**src/rtl/seven_seg_pkg.sv**
```systemverilog
// Shared seven-segment definitions: digit count, active-low hex glyph table and
// a reverse lookup from a segment pattern to its nibble.
package seven_seg_pkg;

    localparam int DIGITS = 4;

    // Active-low gfedcba patterns for 0..F, shared with the display encoder.
    localparam logic [6:0] SEG_HEX [16] = '{
        7'h40, 7'h79, 7'h24, 7'h30, 7'h19, 7'h12, 7'h02, 7'h78,
        7'h00, 7'h10, 7'h08, 7'h03, 7'h46, 7'h21, 7'h06, 7'h0E
    };

    typedef struct packed {
        logic       hit;
        logic [3:0] nibble;
    } seg_dec_t;

    function automatic seg_dec_t seg_decode(input logic [6:0] seg);
        seg_dec_t res;
        res = '0;
        for (int i = 0; i < 16; i++) begin
            if (seg == SEG_HEX[i]) begin
                res.hit    = 1'b1;
                res.nibble = 4'(i);
            end
        end
        return res;
    endfunction

endpackage

```
**src/rtl/seg_stable_filter.sv**
```systemverilog
// Registers a bus once and strobes accept_o on the single cycle the registered
// value has been unchanged for STABLE_CYCLES consecutive clocks.
module seg_stable_filter #(
    parameter int WIDTH         = 12,
    parameter int STABLE_CYCLES = 4
) (
    input  logic             clk,
    input  logic             reset,
    input  logic [WIDTH-1:0] data_i,
    output logic [WIDTH-1:0] data_o,
    output logic             accept_o
);

    localparam int             CW      = $clog2(STABLE_CYCLES + 1);
    localparam logic [CW-1:0]  CNT_MAX = CW'(STABLE_CYCLES);

    logic [WIDTH-1:0] data_q;
    logic [CW-1:0]    count_q, count_d;
    logic             changed;

    // Comparing the incoming word with data_q tells whether data_q changes at this edge.
    assign changed = (data_i != data_q);

    always_comb begin
        if (changed) begin
            count_d = '0;
        end else if (count_q == CNT_MAX) begin
            count_d = count_q;
        end else begin
            count_d = count_q + 1'b1;
        end
    end

    // NOTE: sequential state uses non-blocking assignments so every register samples pre-edge values.
    always_ff @(posedge clk) begin
        if (reset) begin
            data_q  <= '0;
            count_q <= '0;
        end else begin
            data_q  <= data_i;
            count_q <= count_d;
        end
    end

    assign data_o   = data_q;
    assign accept_o = !changed && (count_q == CNT_MAX - 1'b1);

endmodule

```
**src/rtl/seven_segment_capture.sv**
```systemverilog
// Reconstructs digits, decimal points and frame boundaries from multiplexed
// active-low anode/segment lines, and flags protocol faults.
module seven_segment_capture
    import seven_seg_pkg::*;
#(
    parameter int STABLE_CYCLES = 4,
    parameter int TIMEOUT_BITS  = 18
) (
    input  logic                  clk,
    input  logic                  reset,
    input  logic [DIGITS-1:0]     anode,
    input  logic [7:0]            segment,
    output logic [4*DIGITS-1:0]   data_out,
    output logic [DIGITS-1:0]     digit_valid,
    output logic [DIGITS-1:0]     digit_point,
    output logic [DIGITS-1:0]     digit_error,
    output logic                  frame_done,
    output logic                  multi_anode,
    output logic                  anode_stuck
);

    logic [DIGITS-1:0]       anode_q;
    logic [7:0]              segment_q;
    logic                    accept;
    seg_dec_t                dec;

    logic [4*DIGITS-1:0]     data_q, data_d;
    logic [DIGITS-1:0]       valid_q, valid_d;
    logic [DIGITS-1:0]       point_q, point_d;
    logic [DIGITS-1:0]       error_q, error_d;
    logic [DIGITS-1:0]       seen_q, seen_d;
    logic                    frame_done_q, frame_done_d;
    logic                    multi_q, multi_d;
    logic [TIMEOUT_BITS-1:0] timeout_q, timeout_d;

    logic                    one_low;
    logic [1:0]              idx;
    logic [DIGITS-1:0]       sel;

    seg_stable_filter #(
        .WIDTH         (DIGITS + 8),
        .STABLE_CYCLES (STABLE_CYCLES)
    ) u_filter (
        .clk      (clk),
        .reset    (reset),
        .data_i   ({anode, segment}),
        .data_o   ({anode_q, segment_q}),
        .accept_o (accept)
    );

    assign dec = seg_decode(segment_q[6:0]);
    assign sel = ~anode_q;

    always_comb begin
        one_low = 1'b1;
        idx     = 2'd0;
        case (anode_q)
            4'b1110: idx = 2'd0;
            4'b1101: idx = 2'd1;
            4'b1011: idx = 2'd2;
            4'b0111: idx = 2'd3;
            default: one_low = 1'b0;
        endcase
    end

    // NOTE: every always_comb output gets a default first, so no path can infer a latch.
    always_comb begin
        data_d       = data_q;
        valid_d      = valid_q;
        point_d      = point_q;
        error_d      = error_q;
        seen_d       = seen_q;
        frame_done_d = 1'b0;
        multi_d      = multi_q;

        if (accept && one_low) begin
            if ((seen_q & sel) != '0) begin
                // Repeat index closes the frame; digits not refreshed in it go blank.
                frame_done_d = 1'b1;
                valid_d      = valid_q & seen_q;
                error_d      = error_q & seen_q;
                seen_d       = sel;
            end else begin
                seen_d = seen_q | sel;
            end
            if (dec.hit) begin
                data_d[4*idx +: 4] = dec.nibble;
                valid_d[idx]       = 1'b1;
                error_d[idx]       = 1'b0;
            end else begin
                valid_d[idx] = 1'b0;
                error_d[idx] = 1'b1;
            end
            point_d[idx] = ~segment_q[7];
        end else if (accept && anode_q != '1) begin
            multi_d = 1'b1;
        end

        if (anode != anode_q) begin
            timeout_d = '0;
        end else if (timeout_q == '1) begin
            timeout_d = timeout_q;
        end else begin
            timeout_d = timeout_q + 1'b1;
        end
    end

    always_ff @(posedge clk) begin
        if (reset) begin
            data_q       <= '0;
            valid_q      <= '0;
            point_q      <= '0;
            error_q      <= '0;
            seen_q       <= '0;
            frame_done_q <= 1'b0;
            multi_q      <= 1'b0;
            timeout_q    <= '0;
        end else begin
            data_q       <= data_d;
            valid_q      <= valid_d;
            point_q      <= point_d;
            error_q      <= error_d;
            seen_q       <= seen_d;
            frame_done_q <= frame_done_d;
            multi_q      <= multi_d;
            timeout_q    <= timeout_d;
        end
    end

    assign data_out    = data_q;
    assign digit_valid = valid_q;
    assign digit_point = point_q;
    assign digit_error = error_q;
    assign frame_done  = frame_done_q;
    assign multi_anode = multi_q;
    assign anode_stuck = (timeout_q == '1);

endmodule

```
**config.mk**
```make
export PLATFORM = sky130hd
export DESIGN_NAME = seven_segment_capture
export DESIGN_NICKNAME = d
export VERILOG_FILES = /design/src/rtl/seven_seg_pkg.sv /design/src/rtl/seg_stable_filter.sv /design/src/rtl/seven_segment_capture.sv
export SDC_FILE = /design/constraint.sdc
export NUM_CORES = 1
export LEC_CHECK = 0
export CAP_MARGIN = 40
export CORE_ASPECT_RATIO = 2
export CORE_MARGIN = 4
export CORE_UTILIZATION = 31
export DETAILED_ROUTE_END_ITERATION = 8
export DONT_BUFFER_PORTS = 1
export PLACE_DENSITY = 0.5
export SLEW_MARGIN = 20
export SYNTH_ARGS = -nofsm -noshare
export SYNTH_HDL_FRONTEND = slang
export SYNTH_SLANG_ARGS = --single-unit
```
**constraint.sdc**
```tcl
create_clock -name clk -period 2.4 [get_ports clk]
set_clock_uncertainty 0.1 [all_clocks]
set_input_delay 0.24 -clock clk [delete_from_list [all_inputs] [get_ports clk]]
set_output_delay 0.24 -clock clk [all_outputs]
set_load 0.01 [all_outputs]
```
==> summary.txt, run 1 <==
Run status
  – Status: finished, final reports clean

Detailed routing
  – Initial DRC Count: 131
  – Drt drc: 0
  – Routed length per placed instance: 15.2 um
  – Pre-antenna DRT Iters: 4
  – Vias post-DR: 2874
  – Vias per inst: 5.04
  – Routed Antenna Nets: 0
  – Routed WL: 8660 um

Power and ir drop
  – Leakage power: 1.54 nW
  – Power Dens Cells: approximately 640 nW/um^2
  – Maximum VDD drop: 0.354 mV
  – Final Power: between 2 and 3 mW

Die
  – Die Wd: between 80 and 90 um
  – Num rows: 54
  – IO Count: 45
  – DIE AREA: 13200 sq um
  – CORE AREA: 11000 sq um
  – Initial core utilization: a little under a third
  – Die Y: between 150 and 200 um

Global routing
  – Tot GR Track Use: 13.5%
  – Antenna violations before repair: 0
  – Vias in the first global route: 2969
  – Largest net degree at the start of global routing: 39
  – First-pass GRT wire length: between 10000 and 15000 um
  – Gr ovfl total: 0

Setup path
  – Reg2reg start: u_filter.data_o[3]$_SDFF_PP0_
  – Worst EP arrival: 2420 ps
  – Reg2Reg Depth: 7
  – R2R Setup Slk: 100 ps
  – CP Launch Type: register
  – Setup CP Type: register to register
  – CP Launch Point: u_filter.data_o[3]$_SDFF_PP0_
  – Critical Path Sink Type: register
  – CP Max Fanout: 15
  – CP required: approximately 2500 ps
  – Worst r2r dst: data_out[6]$_SDFFE_PP0P_

Timing
  – Setup violations, final: 0
  – Crit share post-route: 96.0%
  – Hold slack: 6.06 ps
  – Final hold violation count: 0
  – Max-slew headroom at the worst pin: 57.3%
  – Fmax: 0.434 GHz
  – PnR worst setup slack: roughly 95 ps
  – Max Slew Vio Count: 0
  – Unrepaired setup endpoints after global routing: yes
  – Tmin final: 2300 ps
  – Worst slew pin tran: 641 ps

Min path
  – Worst min-delay path category: input port to register
  – Hold path endpoint: seen_q[2]$_SDFFE_PP0P_
  – Hold path depth: 3
  – Hold path start: reset

Yosys
  – Commonest cells post-synth: dfxtp_1 (67), nor2_1 (44), nand2_1 (34)
  – Post-synth EDFFs: 0
  – Syn avg cell area: slightly below 9 sq um
  – FFs w/ async S/R, synth: 0%
  – Syn Nets: 430
  – Mapped Area: 3520 sq um
  – Yosys reg bits: 67
  – Count of different cell masters after synthesis: 57
  – Post-synthesis sequential area ratio: between 30% and 40%
  – Top_reg_cell synth: dfxtp_1
  – Cell taking the most area after synthesis: dfxtp_1
  – Area contributors post-synth: dfxtp_1 (38%), nor2_1 (4.7%), xnor2_1 (4.5%)
  – Count leader, synth: dfxtp_1
  – Cells after synthesis: 404
  – Syn. warnings: 0
  – Yosys top cell area share: 38.1%

Place
  – Dpl hpwl: 6340 um
  – RePlAce Congestion: 0.836
  – Post-DP Area: 3760 sq um
  – Port Buf Inserts: 0
  – Dpl ws: -6.46 ps

Clock tree
  – Post-CTS Setup Inserts: 0
  – Clock Tree Root: clkbuf_16
  – Clk Latency, worst-skew pair: 330 ps
  – Number of CTS-inserted buffers: 9
  – Worst-path clk slew: approximately 60 ps
  – H-tree level count: 3
  – Clock Sink Count: 67
  – CTS tree: built
  – Clock Path Buffers: 2

Layout
  – Post-layout util: 38.5%
  – Share of layout cells above drive strength 1: 11.6%
  – Layout area overhead: 20.3%
  – Net count, final: 451
  – Design area: 4240 sq um
  – Inserted Diodes: 0

Run
  – Max-Cap Viols: 0
==> how the worst max path moves through the flow <==
stage                                endpoint  slack [ps]
floorplan           data_out[10]$_SDFFE_PP0P_         250
global placement    data_out[11]$_SDFFE_PP0P_         100
detailed placement  data_out[11]$_SDFFE_PP0P_          -6
CTS                                  register          80
global route        data_out[10]$_SDFFE_PP0P_          -6
finish               data_out[6]$_SDFFE_PP0P_         100
==> power breakdown <==
part / total (mW) / internal, mW / switching, mW / leakage, nW
registers: 1.14 / 1.12 / 0.0157 / 0.543
clock network: 1.39 / 0.910 / 0.484 / 0.149
logic: 0.187 / 0.0923 / 0.0947 / 0.848
total: 2.72 / 2.13 / 0.595 / 1.54
==> worst max-delay path, cell delays in order, from the launching register on <==
cell and delay [ps]:
dfxtp_1 310, buf_4 180, or4_1 440, or3_4 400, nand2_2 120, nand3b_4 180
nand3_2 130, mux2_1 330
==> cells in the final DEF, fill, tap and decap left out, types with 6 or more instances in the layout <==
master         netlist  routed
a311oi_1             8       8
nand4_1              9       9
nor2b_1             23      22
xnor2_1             18      18
nand3_1              9       8
inv_1               19      19
o32ai_1              9       9
nand2_1             34      34
nor3_1               6       6
ha_1                12      12
mux2i_1             10      10
mux2_1               6       6
a21oi_1             11      11
dlygate4sd3_1        0      12
xor2_1              11      11
nand2b_1            18      18
nor2_1              44      44
buf_4                1      17
dfxtp_1             67      66
clkbuf_16            0       9
==> per-stage QoR <==
stage / std cells / TNS, ps
after global routing: 570 / -5.71
after floorplan: 404 / 0
after detailed placement: 541 / -8.52
after CTS: 570 / 0
final: 570 / 0
after global placement: 541 / 0
==> cell type report <==
type	count	area, sq um
clock buffers	10	229
flip-flops and latches	67	1340
inverters	19	71.3
fillers	1137	6780
clock inverters	6	88.8
repair buffers	32	308
multi-input cells	296	2020
well taps	140	175
==> cell families after synthesis <==
| family | count (synthesis) | share of synthesized area, % |
|---|---|---|
| flops | 67 | 38.1 |
| compound gates | 57 | 11.8 |
| xor+xnor | 29 | 7.21 |
| buf+inv | 41 | 5.01 |
| fa+ha+maj | 13 | 4.55 |
| simple gates | 181 | 28.6 |
| mux | 16 | 4.76 |
==> per-layer routing <==
layer,vias up,track usage (%),wire length [um]
met5,-,0,0
met4,0,6.18,187
met3,13,3.53,396
met2,50,25.6,4880
met1,1363,13.3,3190
li1,1448,-,-
==> repair_timing <==
action | 4_1_cts | 5_1_grt
pin swaps | 0 | 1
endpoints found under the setup margin | 4 | 22
endpoints found under the hold margin | 35 | 0
hold buffers | 13 | 0
resized for setup | 1 | 4
(Power assumes the default switching activity.)
==> run 2: changes to the inputs <==
--- a/config.mk
+++ b/config.mk
@@ -8,10 +8,10 @@
 export CAP_MARGIN = 40
 export CORE_ASPECT_RATIO = 2
 export CORE_MARGIN = 4
-export CORE_UTILIZATION = 31
+export CORE_UTILIZATION = 60
 export DETAILED_ROUTE_END_ITERATION = 8
 export DONT_BUFFER_PORTS = 1
-export PLACE_DENSITY = 0.5
+export PLACE_DENSITY = 0.81
 export SLEW_MARGIN = 20
 export SYNTH_ARGS = -nofsm -noshare
 export SYNTH_HDL_FRONTEND = slang
==> run 2 against run 1 <==
Net effect:
- combinational power barely moved
- register-to-register slack worse by 20 ps
- first-iteration DRC count up 61%
- total power fell by 8.5%
- final area is 3.9% lower
==> summary.txt, run 2 (synthesized netlist as in run 1, its figures left out) <==
Detailed routing
  – Drt drc: 0 (unchanged)
  – Routed Antenna Nets: 0 (unchanged)
  – Routed length per placed instance: 16.7 um (+9.8%)
  – Initial DRC Count: 211 (+61%)
  – Pre-antenna DRT Iters: 4 (unchanged)
  – Vias per inst: 5.97 (+18%)
  – Routed WL: 8180 um (-5.6%)
  – Vias post-DR: 2924 (+1.7%)

Timing
  – Max Slew Vio Count: 0 (unchanged)
  – Setup violations, final: 0 (unchanged)
  – Final hold violation count: 0 (unchanged)
  – Unrepaired setup endpoints after global routing: no
  – Worst slew pin tran: 615 ps (-25.3 ps)
  – Setup_tns: 0 ps (unchanged)
  – Fmax: 0.431 GHz (-0.66%)
  – Tmin final: 2320 ps (+15.3 ps)
  – Max-slew headroom at the worst pin: 59.0% (+1.7 points)
  – Crit share post-route: 96.7% (+0.64 points)

Place
  – RePlAce Congestion: 0.869 (+4.0%)
  – Port Buf Inserts: 0 (unchanged)
  – Placed Instances: 461 (-15%)
  – Dpl hpwl: 5810 um (-8.3%)

Die
  – IO Count: 45 (unchanged)
  – DIE AREA: 7240 sq um (-45%)
  – Die Y: 116 um (-27%)
  – CORE AREA: 5710 sq um (-48%)
  – Num rows: 39 (-28%)
  – Initial core utilization: 61.7% (+30 points)
  – Die Wd: 62.2 um (-25%)

Setup path
  – CP top delay family: simple AND/OR/NAND/NOR gates
  – CP required: 2510 ps (about the same)
  – Critical Path Max Stage Delay: 420 ps (-20 ps)
  – Reg2Reg Depth: 7 (unchanged)
  – CP Launch Type: register
  – Reg2reg start: u_filter.data_o[3]$_SDFF_PP0_
  – CP Launch Point: u_filter.data_o[3]$_SDFF_PP0_
  – Critical Path Sink Type: register
  – Crit path buffers/inverters: 1 (unchanged)
  – CP Cell Sequence: buf_4, or3b_1, a2111oi_2, a311oi_2, nand3b_4, nand3_2, mux2_1
  – Worst r2r dst: data_out[6]$_SDFFE_PP0P_
  – CP Max Fanout: 11 (-4)
  – Worst EP arrival: 2430 ps (about the same)
  – CP max stage cell: a2111oi_2
  – Stages on the worst setup path: 7 (unchanged)
  – R2R Setup Slk: 80 ps (-20 ps)
  – Setup CP Type: register to register
  – Critical Path Sink: data_out[6]$_SDFFE_PP0P_

Run
  – Max-Cap Viols: 0 (unchanged)

Power and ir drop
  – Gate power share: 7.4% (+0.5 points)
  – Leakage power: 1.50 nW (-2.6%)
  – Switch share: 22.3% (+0.46 points)
  – Register share of total power: 45.9% (+4.0 points)
  – Clock network power share: 46.7% (-4.5 points)
  – Maximum VDD drop: 0.680 mV (+92%)
  – Power Dens Cells: 612 nW/um^2 (-4.8%)
  – Cell-internal power: 1.93 mW (-9.0%)
  – NetSw: 0.556 mW (-6.6%)

Clock tree
  – Clock Path Buffers: 2 (unchanged)
  – H-tree level count: 3 (unchanged)
  – Clock Tree Root: clkbuf_16
  – Clk Latency, worst-skew pair: 330 ps (about the same)
  – Worst-path clk slew: 50 ps (about the same)
  – Number of CTS-inserted buffers: 9 (unchanged)
  – CTS tree: built
  – Clock Sink Count: 67 (unchanged)

Layout
  – Share of layout cells above drive strength 1: 11.2% (-0.44 points)
  – Layout area overhead: 15.6%
  – Fin cells: 490 (-14%)
  – Inserted Diodes: 0 (unchanged)
  – Net count, final: 451 (unchanged)
  – Most frequent cells in the layout: dfxtp_1 (65), nor2_1 (44), nand2_1 (34)
  – Most common cell after layout, fill and taps aside: dfxtp_1
  – # fillers: 468 (-59%)
  – Reg area: 1340 sq um (about the same)
  – Multi-input logic area: 2030 sq um (+0.56%)

Global routing
  – Largest net degree at the start of global routing: 34 (-13%)
  – First-pass GRT wire length: 13600 um (-5.6%)
  – Antenna violations before repair: 0 (unchanged)
  – Tot GR Track Use: 23.7% (+10 points)
  – Gr ovfl total: 0 (unchanged)
  – Vias in the first global route: 2953 (-0.54%)

Min path
  – Worst min-delay path category: input port to register

Run status
  – Status: finished, final reports clean
run 2: area by class of cell:
cell class              count  area share [%]
multi-input cells         296            50.0
flip-flops and latches     67            33.0
repair buffers             32            6.95
clock buffers              13            6.15
well taps                  61            1.87
inverters                  19            1.75
clock inverters             2           0.307
run 2: how the worst min path moves through the flow:
| stage | depth (start not counted) | from | end |
|---|---|---|---|
| floorplan | 1 | segment[0] | u_filter.data_o[0]$_SDFF_PP0_ |
| global route | 2 | reset | data_out[0]$_SDFFE_PP0P_ |
| detailed placement | 1 | reset | digit_point[2]$_SDFFE_PP0P_ |
| finish | 2 | reset | data_out[13]$_SDFFE_PP0P_ |
| CTS | 2 | reset | data_out[3]$_SDFFE_PP0P_ |
| global placement | 1 | reset | u_filter.data_o[7]$_SDFF_PP0_ |
run 2: timing repair:
action                                  in CTS  in global routing
setup buffers                                0                  0
hold endpoints to repair                    30                  0
endpoints found under the setup margin       0                 15
hold buffers                                14                  0
gates resized for setup                      0                  8
run 2: power groups by stage:
stage / clock (mW) / sequential [mW] / combinational, mW
2_1_floorplan: 0 / 1.15 / 0.132
5_1_grt: 1.23 / 1.14 / 0.200
3_3_place_gp: 0 / 1.16 / 0.149
3_5_place_dp: 0 / 1.16 / 0.151
4_1_cts: 1.18 / 1.14 / 0.178
6_report: 1.16 / 1.14 / 0.185
run 2: per-stage QoR:
| stage | setup slack, ps | power, mW | utilization (%) | hold WS (ps) | area [sq um] |
|---|---|---|---|---|---|
| global placement | 83.0 | 1.31 | 63.8 | 218 | 3640 |
| detailed placement | 40.4 | 1.32 | 63.8 | 219 | 3640 |
| floorplan | 248 | 1.29 | - | 268 | 3520 |
| finish | 79.9 | 2.49 | 71.3 | 8.78 | 4070 |
| CTS | 14.3 | 2.50 | 70.9 | 2.41 | 4050 |
| global route | 12.2 | 2.57 | 71.3 | 9.75 | 4070 |
run 2: metal layers:
metal | wire length, um | GRT usage [%] | up-vias
met5 | 0 | 0 | -
met1 | 2790 | 21.3 | 1392
li1 | - | - | 1446
met3 | 330 | 6.06 | 24
met4 | 305 | 14.6 | 0
met2 | 4750 | 45.9 | 62
